`config.mk`:
```
export PLATFORM = sky130hd
export DESIGN_NAME = uart_tx_arbiter
export DESIGN_NICKNAME = d
export VERILOG_FILES = /design/src/rtl/uart_tx_arbiter.sv
export SDC_FILE = /design/constraint.sdc
export NUM_CORES = 1
export LEC_CHECK = 0
export BUFFER_PORTS_ARGS = -buffer_cell sky130_fd_sc_hd__buf_2
export CAP_MARGIN = 10
export CORE_AREA = 2 2 58 60
export CTS_CLUSTER_SIZE = 28
export DETAILED_ROUTE_END_ITERATION = 12
export DIE_AREA = 0 0 60 62
export PLACE_DENSITY_LB_ADDON = 0.2
export SLEW_MARGIN = 40
export SYNTH_ARGS = -nofsm -noshare
export SYNTH_HDL_FRONTEND = slang
export SYNTH_SLANG_ARGS = --single-unit
export TNS_END_PERCENT = 30
```
`constraint.sdc`:
```
create_clock -name clk -period 2.1 [get_ports clk]
set_clock_uncertainty 0.2 [all_clocks]
set_input_delay 0.21 -clock clk [delete_from_list [all_inputs] [get_ports clk]]
set_output_delay 0.21 -clock clk [all_outputs]
set_load 0.02 [all_outputs]
```
`src/rtl/uart_tx_arbiter.sv`:
```
// uart_tx_arbiter: shares one memory-mapped UART transmitter between two
// byte-stream requesters with round-robin arbitration and a per-requester
// lock that keeps multi-byte messages contiguous.
// Optional macro UART_ARB_TIMEOUT_EN: abort a WRITE that sees no uart_ack
// within TIMEOUT_CYCLES clocks. Without it, WRITE waits indefinitely and
// timeout_o is tied low.
//
// state     | meaning
// ----------+-------------------------------------------------------------
// IDLE      | no owner; arbitrate once the transmitter is free
// WRITE     | RXTX strobe held until the UART acknowledges the byte
// WAIT_DONE | byte accepted; wait for the frame to leave the transmitter
module uart_tx_arbiter #(
  parameter logic [7:0]  UART_ADDR      = 8'd0,
  parameter logic [15:0] TIMEOUT_CYCLES = 16'd1024
) (
  input  logic        clk,
  input  logic        reset_n,
  input  logic        req0_valid,
  input  logic [7:0]  req0_data,
  input  logic        req0_lock,
  output logic        req0_ready,
  input  logic        req1_valid,
  input  logic [7:0]  req1_data,
  input  logic        req1_lock,
  output logic        req1_ready,
  output logic [15:0] uart_data_write,
  output logic [7:0]  uart_addr,
  output logic        uart_uds,
  output logic        uart_lds,
  output logic        uart_rw,
  input  logic        uart_ack,
  input  logic        uart_tx_active,
  output logic [1:0]  grant,
  output logic        busy,
  output logic        timeout_o
);

  typedef enum logic [1:0] {S_IDLE, S_WRITE, S_WAIT_DONE} state_t;

  state_t      r_state, w_state_nxt;
  logic        r_last, w_last_nxt;
  logic        r_lock_vld, w_lock_vld_nxt;
  logic        r_lock_id, w_lock_id_nxt;
  logic        r_uds, w_uds_nxt;
  logic        r_rw, w_rw_nxt;
  logic [7:0]  r_addr, w_addr_nxt;
  logic [15:0] r_data, w_data_nxt;
  logic [1:0]  r_grant, w_grant_nxt;
  logic        r_ready0, w_ready0_nxt;
  logic        r_ready1, w_ready1_nxt;
  logic        r_busy, w_busy_nxt;
  logic        r_timeout, w_timeout_nxt;

  logic w_elig0, w_elig1, w_arb, w_pick1, w_timeout;

  // A held lock makes only its owner eligible; the other side simply waits.
  assign w_elig0 = req0_valid && (!r_lock_vld || !r_lock_id);
  assign w_elig1 = req1_valid && (!r_lock_vld ||  r_lock_id);
  assign w_arb   = !uart_tx_active && (w_elig0 || w_elig1);
  assign w_pick1 = w_elig1 && (!w_elig0 || !r_last);

`ifdef UART_ARB_TIMEOUT_EN
  logic [15:0] r_cnt;

  // Cycle counter for the current WRITE; parked at zero outside WRITE so it
  // starts from zero on every entry.
  always_ff @(posedge clk or negedge reset_n) begin
    if (!reset_n)                r_cnt <= 16'd0;
    else if (r_state != S_WRITE) r_cnt <= 16'd0;
    else                         r_cnt <= r_cnt + 16'd1;
  end

  assign w_timeout = (r_state == S_WRITE) && !uart_ack &&
                     (r_cnt == TIMEOUT_CYCLES - 16'd1);
`else
  logic w_unused_timeout;
  assign w_unused_timeout = ^TIMEOUT_CYCLES;
  assign w_timeout        = 1'b0;
`endif

  // State register and registered outputs.
  always_ff @(posedge clk or negedge reset_n) begin
    if (!reset_n) begin
      r_state    <= S_IDLE;
      r_last     <= 1'b1;
      r_lock_vld <= 1'b0;
      r_lock_id  <= 1'b0;
      r_uds      <= 1'b0;
      r_rw       <= 1'b1;
      r_addr     <= 8'd0;
      r_data     <= 16'd0;
      r_grant    <= 2'b00;
      r_ready0   <= 1'b0;
      r_ready1   <= 1'b0;
      r_busy     <= 1'b0;
      r_timeout  <= 1'b0;
    end else begin
      r_state    <= w_state_nxt;
      r_last     <= w_last_nxt;
      r_lock_vld <= w_lock_vld_nxt;
      r_lock_id  <= w_lock_id_nxt;
      r_uds      <= w_uds_nxt;
      r_rw       <= w_rw_nxt;
      r_addr     <= w_addr_nxt;
      r_data     <= w_data_nxt;
      r_grant    <= w_grant_nxt;
      r_ready0   <= w_ready0_nxt;
      r_ready1   <= w_ready1_nxt;
      r_busy     <= w_busy_nxt;
      r_timeout  <= w_timeout_nxt;
    end
  end

  // Next-state decode.
  always_comb begin
    w_state_nxt = r_state;
    case (r_state)
      S_IDLE:      if (w_arb) w_state_nxt = S_WRITE;
      S_WRITE: begin
        if (uart_ack)       w_state_nxt = S_WAIT_DONE;
        else if (w_timeout) w_state_nxt = S_IDLE;
      end
      S_WAIT_DONE: if (!uart_tx_active) w_state_nxt = S_IDLE;
      default:     w_state_nxt = S_IDLE;
    endcase
  end

  // Next values of the registered outputs and arbitration bookkeeping.
  always_comb begin
    w_last_nxt     = r_last;
    w_lock_vld_nxt = r_lock_vld;
    w_lock_id_nxt  = r_lock_id;
    w_uds_nxt      = r_uds;
    w_rw_nxt       = r_rw;
    w_addr_nxt     = r_addr;
    w_data_nxt     = r_data;
    w_grant_nxt    = r_grant;
    w_ready0_nxt   = 1'b0;
    w_ready1_nxt   = 1'b0;
    w_timeout_nxt  = 1'b0;
    w_busy_nxt     = (w_state_nxt != S_IDLE);
    case (r_state)
      S_IDLE: begin
        if (w_arb) begin
          w_uds_nxt   = 1'b1;
          w_rw_nxt    = 1'b0;
          w_addr_nxt  = UART_ADDR;
          w_data_nxt  = {8'h00, (w_pick1 ? req1_data : req0_data)};
          w_grant_nxt = w_pick1 ? 2'b10 : 2'b01;
          w_last_nxt  = w_pick1;
        end
      end
      S_WRITE: begin
        if (uart_ack || w_timeout) begin
          w_uds_nxt    = 1'b0;
          w_rw_nxt     = 1'b1;
          w_addr_nxt   = 8'd0;
          w_data_nxt   = 16'd0;
          w_ready0_nxt = r_grant[0];
          w_ready1_nxt = r_grant[1];
        end
        if (uart_ack) begin
          // Lock is sampled alongside the ack, i.e. for the byte just sent.
          w_lock_vld_nxt = r_grant[1] ? req1_lock : req0_lock;
          w_lock_id_nxt  = r_grant[1];
        end else if (w_timeout) begin
          w_timeout_nxt  = 1'b1;
          w_lock_vld_nxt = 1'b0;
          w_grant_nxt    = 2'b00;
        end
      end
      S_WAIT_DONE: if (!uart_tx_active) w_grant_nxt = 2'b00;
      default: ;
    endcase
  end

  assign req0_ready      = r_ready0;
  assign req1_ready      = r_ready1;
  assign uart_data_write = r_data;
  assign uart_addr       = r_addr;
  assign uart_uds        = r_uds;
  assign uart_lds        = 1'b0;
  assign uart_rw         = r_rw;
  assign grant           = r_grant;
  assign busy            = r_busy;
  assign timeout_o       = r_timeout;

endmodule
```
==> impl_metrics.toml <==
[hold_path]
worstHoldEndpoint = "uart_data_write[3]"
hold_start = "req1_data[3]"
min_path_cells = 3
hp-class = "in2reg"

[logic_synthesis]
async_reset_ff_share_pct = 100
synth_top_cell_by_area = "dfrtp_1"
synthesis.instances = 101
syn_avg_cell_area_um2 = 10.3
ys_types = 21
synth_top_area_share_pct = 43.1
ys_seq_elements = 20
yosys_warnings = 0
ys.flop_type = "dfrtp_1"
synth-edff-count = 0
netlist_area_um2 = 1040
synth.yosys.seq_area_share_pct = 48.1
ys_top_cells_by_area = "dfrtp_1 43%, buf_4 13%, mux2i_1 9.6%"

[floorplan]
rows = 21
dieArea_um2 = 3720
ios = 57
start_util_pct = 32.9
coreArea_um2 = 3180
die_w_um = 60
die_h_um = 62

[setup_path]
cp-end-kind = "register"
critPathSlowestCell = "dlygate4sd3_1"
r2r-start = "r_state[0]"
startpoint_type = "input port"
r2r-end = "uart_data_write[3]"
critPathMaxFanout = 19
arrival_ns = 1.92
path_class = "in2reg"
rrSetupSlack_ns = 0.29
critical_path.cell_chain = "dlygate4sd3_1 -> buf_2 -> or3_1 -> a211oi_4 -> buf_4 -> a21oi_1 -> a21oi_1"
rr_worst_depth = 5
crit_path_max_incr_delay_ns = 0.54
worst_ep_required_time_ns = 2.14
crit_path_frequent_cell = "a21oi_1"

[route]
drtIter0Drc = 21
ant_nets = 0
wirelength_um = 2210
drc = 0
vias = 847
avgRoutedWirePerCell_um = 10.8
firstDrtPassIters = 3
vias_per_cell = 4.15

[global_route]
antenna_found_initial = 0
use_met2_pct = 21.3
grt_pass1_wl_um = 3240
grt_pass1_vias = 748
grt_usage_pct = 11.9
grt-ovfl-total = 0
grt_start_max_net_pins = 21
use_met3_pct = 5.18
grt_use_met1_pct = 13.8
busiest_layer = "met2"

[timing]
finalMaxSlewViolations = 0
setup_tns_ns = 0
finalCriticalPeriod_ns = 1.89
hold_viol = 0
fmax_ghz = 0.530
relSlewSlack_pct = 60.0
period_share_pct = 89.9
rsz0062_at_grt = "no"
tightest_slew_ns = 0.598
setup_viol_count_final = 0
holdWs_ns = 0.0134

[finish]
nets = 183
final_cell_count_no_fill = 204
postLayoutCoreUtil_pct = 45.3
drive_gt1_share_pct = 30.4
diodes = 0
syn2layout_area_growth_pct = 38.0
fill_cells = 313

[clocking]
cts_setup_buffers = 0
cts.htree.levels = 1
path_clk_slew_ns = 0.12
cts-resized-gates = 0
clk_latency_ns = 0.30
cts_hold_buf = 16
cts_root_buf = "clkbuf_4"
cts_tree = "built"
cts_sinks = 20
clock_path_buffers = 2
numCtsBuffers = 3

[job]
cap_violations = 0

[placement]
dpl.hpwl_um = 1480
portBuffers = 38
post-place-cells = 183
place_congestion = 0.768

[power_and_ir_drop]
vdd_drop_max_uv = 553
p_leak_uw = 0.000750
p_per_area_nw_per_um2 = 1300

[run_status]
status = "complete, no violations"
sequential cells by signal, summed over array words and instances (netlist names):
signal and cells:
busy 1, grant 2, r_last 1, r_lock_id 1
r_lock_vld 1, r_state 2, req0_ready 1, req1_ready 1
uart_data_write 8, uart_rw 1, uart_uds 1
layout make-up:
cell class	instances	area (um2)	area share, %
Inverter	5	18.8	1.30
Clock inverter	1	30.0	2.08
Clock buffer	3	22.5	1.56
Sequential cell	20	503	34.9
Tap cell	46	57.6	3.99
Multi-Input combinational cell	71	427	29.6
Timing Repair Buffer	58	383	26.6
Yosys cell counts (3+ instances only):
| cell | instances |
|---|---|
| inv_1 | 5 |
| nor2_1 | 3 |
| o21ai_0 | 4 |
| a21oi_1 | 16 |
| mux2i_1 | 10 |
| a21o_1 | 3 |
| nand2_1 | 3 |
| nand3b_1 | 4 |
| dfrtp_1 | 18 |
| buf_4 | 18 |
routing by layer:
metal  vias up  share of wire (%)
li1        427                  -
met2        34                 51
met1       386                 42
met3         0                6.3
met4         0                  0
met5         -                  0
metrics by stage:
stage	instance area (um2)	total power (uW)	setup WS, ns
floorplan	1110	1320	0.341
global placement	1220	1540	0.356
detailed placement	1220	1560	0.309
CTS	1430	1910	0.220
global route	1440	2020	0.159
finish	1440	1880	0.212
critical path, delay by kind of cell:
family                 cells  cell delay, ns
and+or+nand+nor            1            0.41
buffers and inverters      3            0.93
AOI/OAI and AO/OA          3            0.38
logic make-up after synthesis:
group	synth area share, %
AOI/OAI and AO/OA	18.0
buffers and inverters	17.1
DFF	48.1
and+or+nand+nor	6.83
muxes	9.58
other	0.359
how the worst max path moves through the flow:
stage / slack (ns) / from / end
global placement: 0.36 / r_state[0] / uart_data_write[7]
global route: 0.16 / uart_tx_active / uart_data_write[4]
CTS: 0.22 / uart_tx_active / uart_data_write[3]
detailed placement: 0.31 / r_state[0] / uart_data_write[6]
finish: 0.21 / uart_tx_active / uart_data_write[3]
floorplan: 0.34 / r_state[0] / uart_data_write[0]
layout by cell type, fill, tap and decap left out, drive strengths merged:
cell / count
bufinv: 1
nand2: 3
dfstp: 2
inv: 5
a21o: 3
o311ai: 2
o21ai: 4
nand3b: 4
nor2: 3
or3: 1
a211oi: 1
o22ai: 2
buf: 41
nand2b: 2
conb: 18
a21oi: 16
dlygate4sd3: 17
dfrtp: 18
mux2i: 10
clkbuf: 3
o211ai: 2
power by group:
part | switching [uW] | internal [uW]
clock network | 120 | 193
registers | 128 | 581
logic | 509 | 349
(Power assumes the default switching activity.)
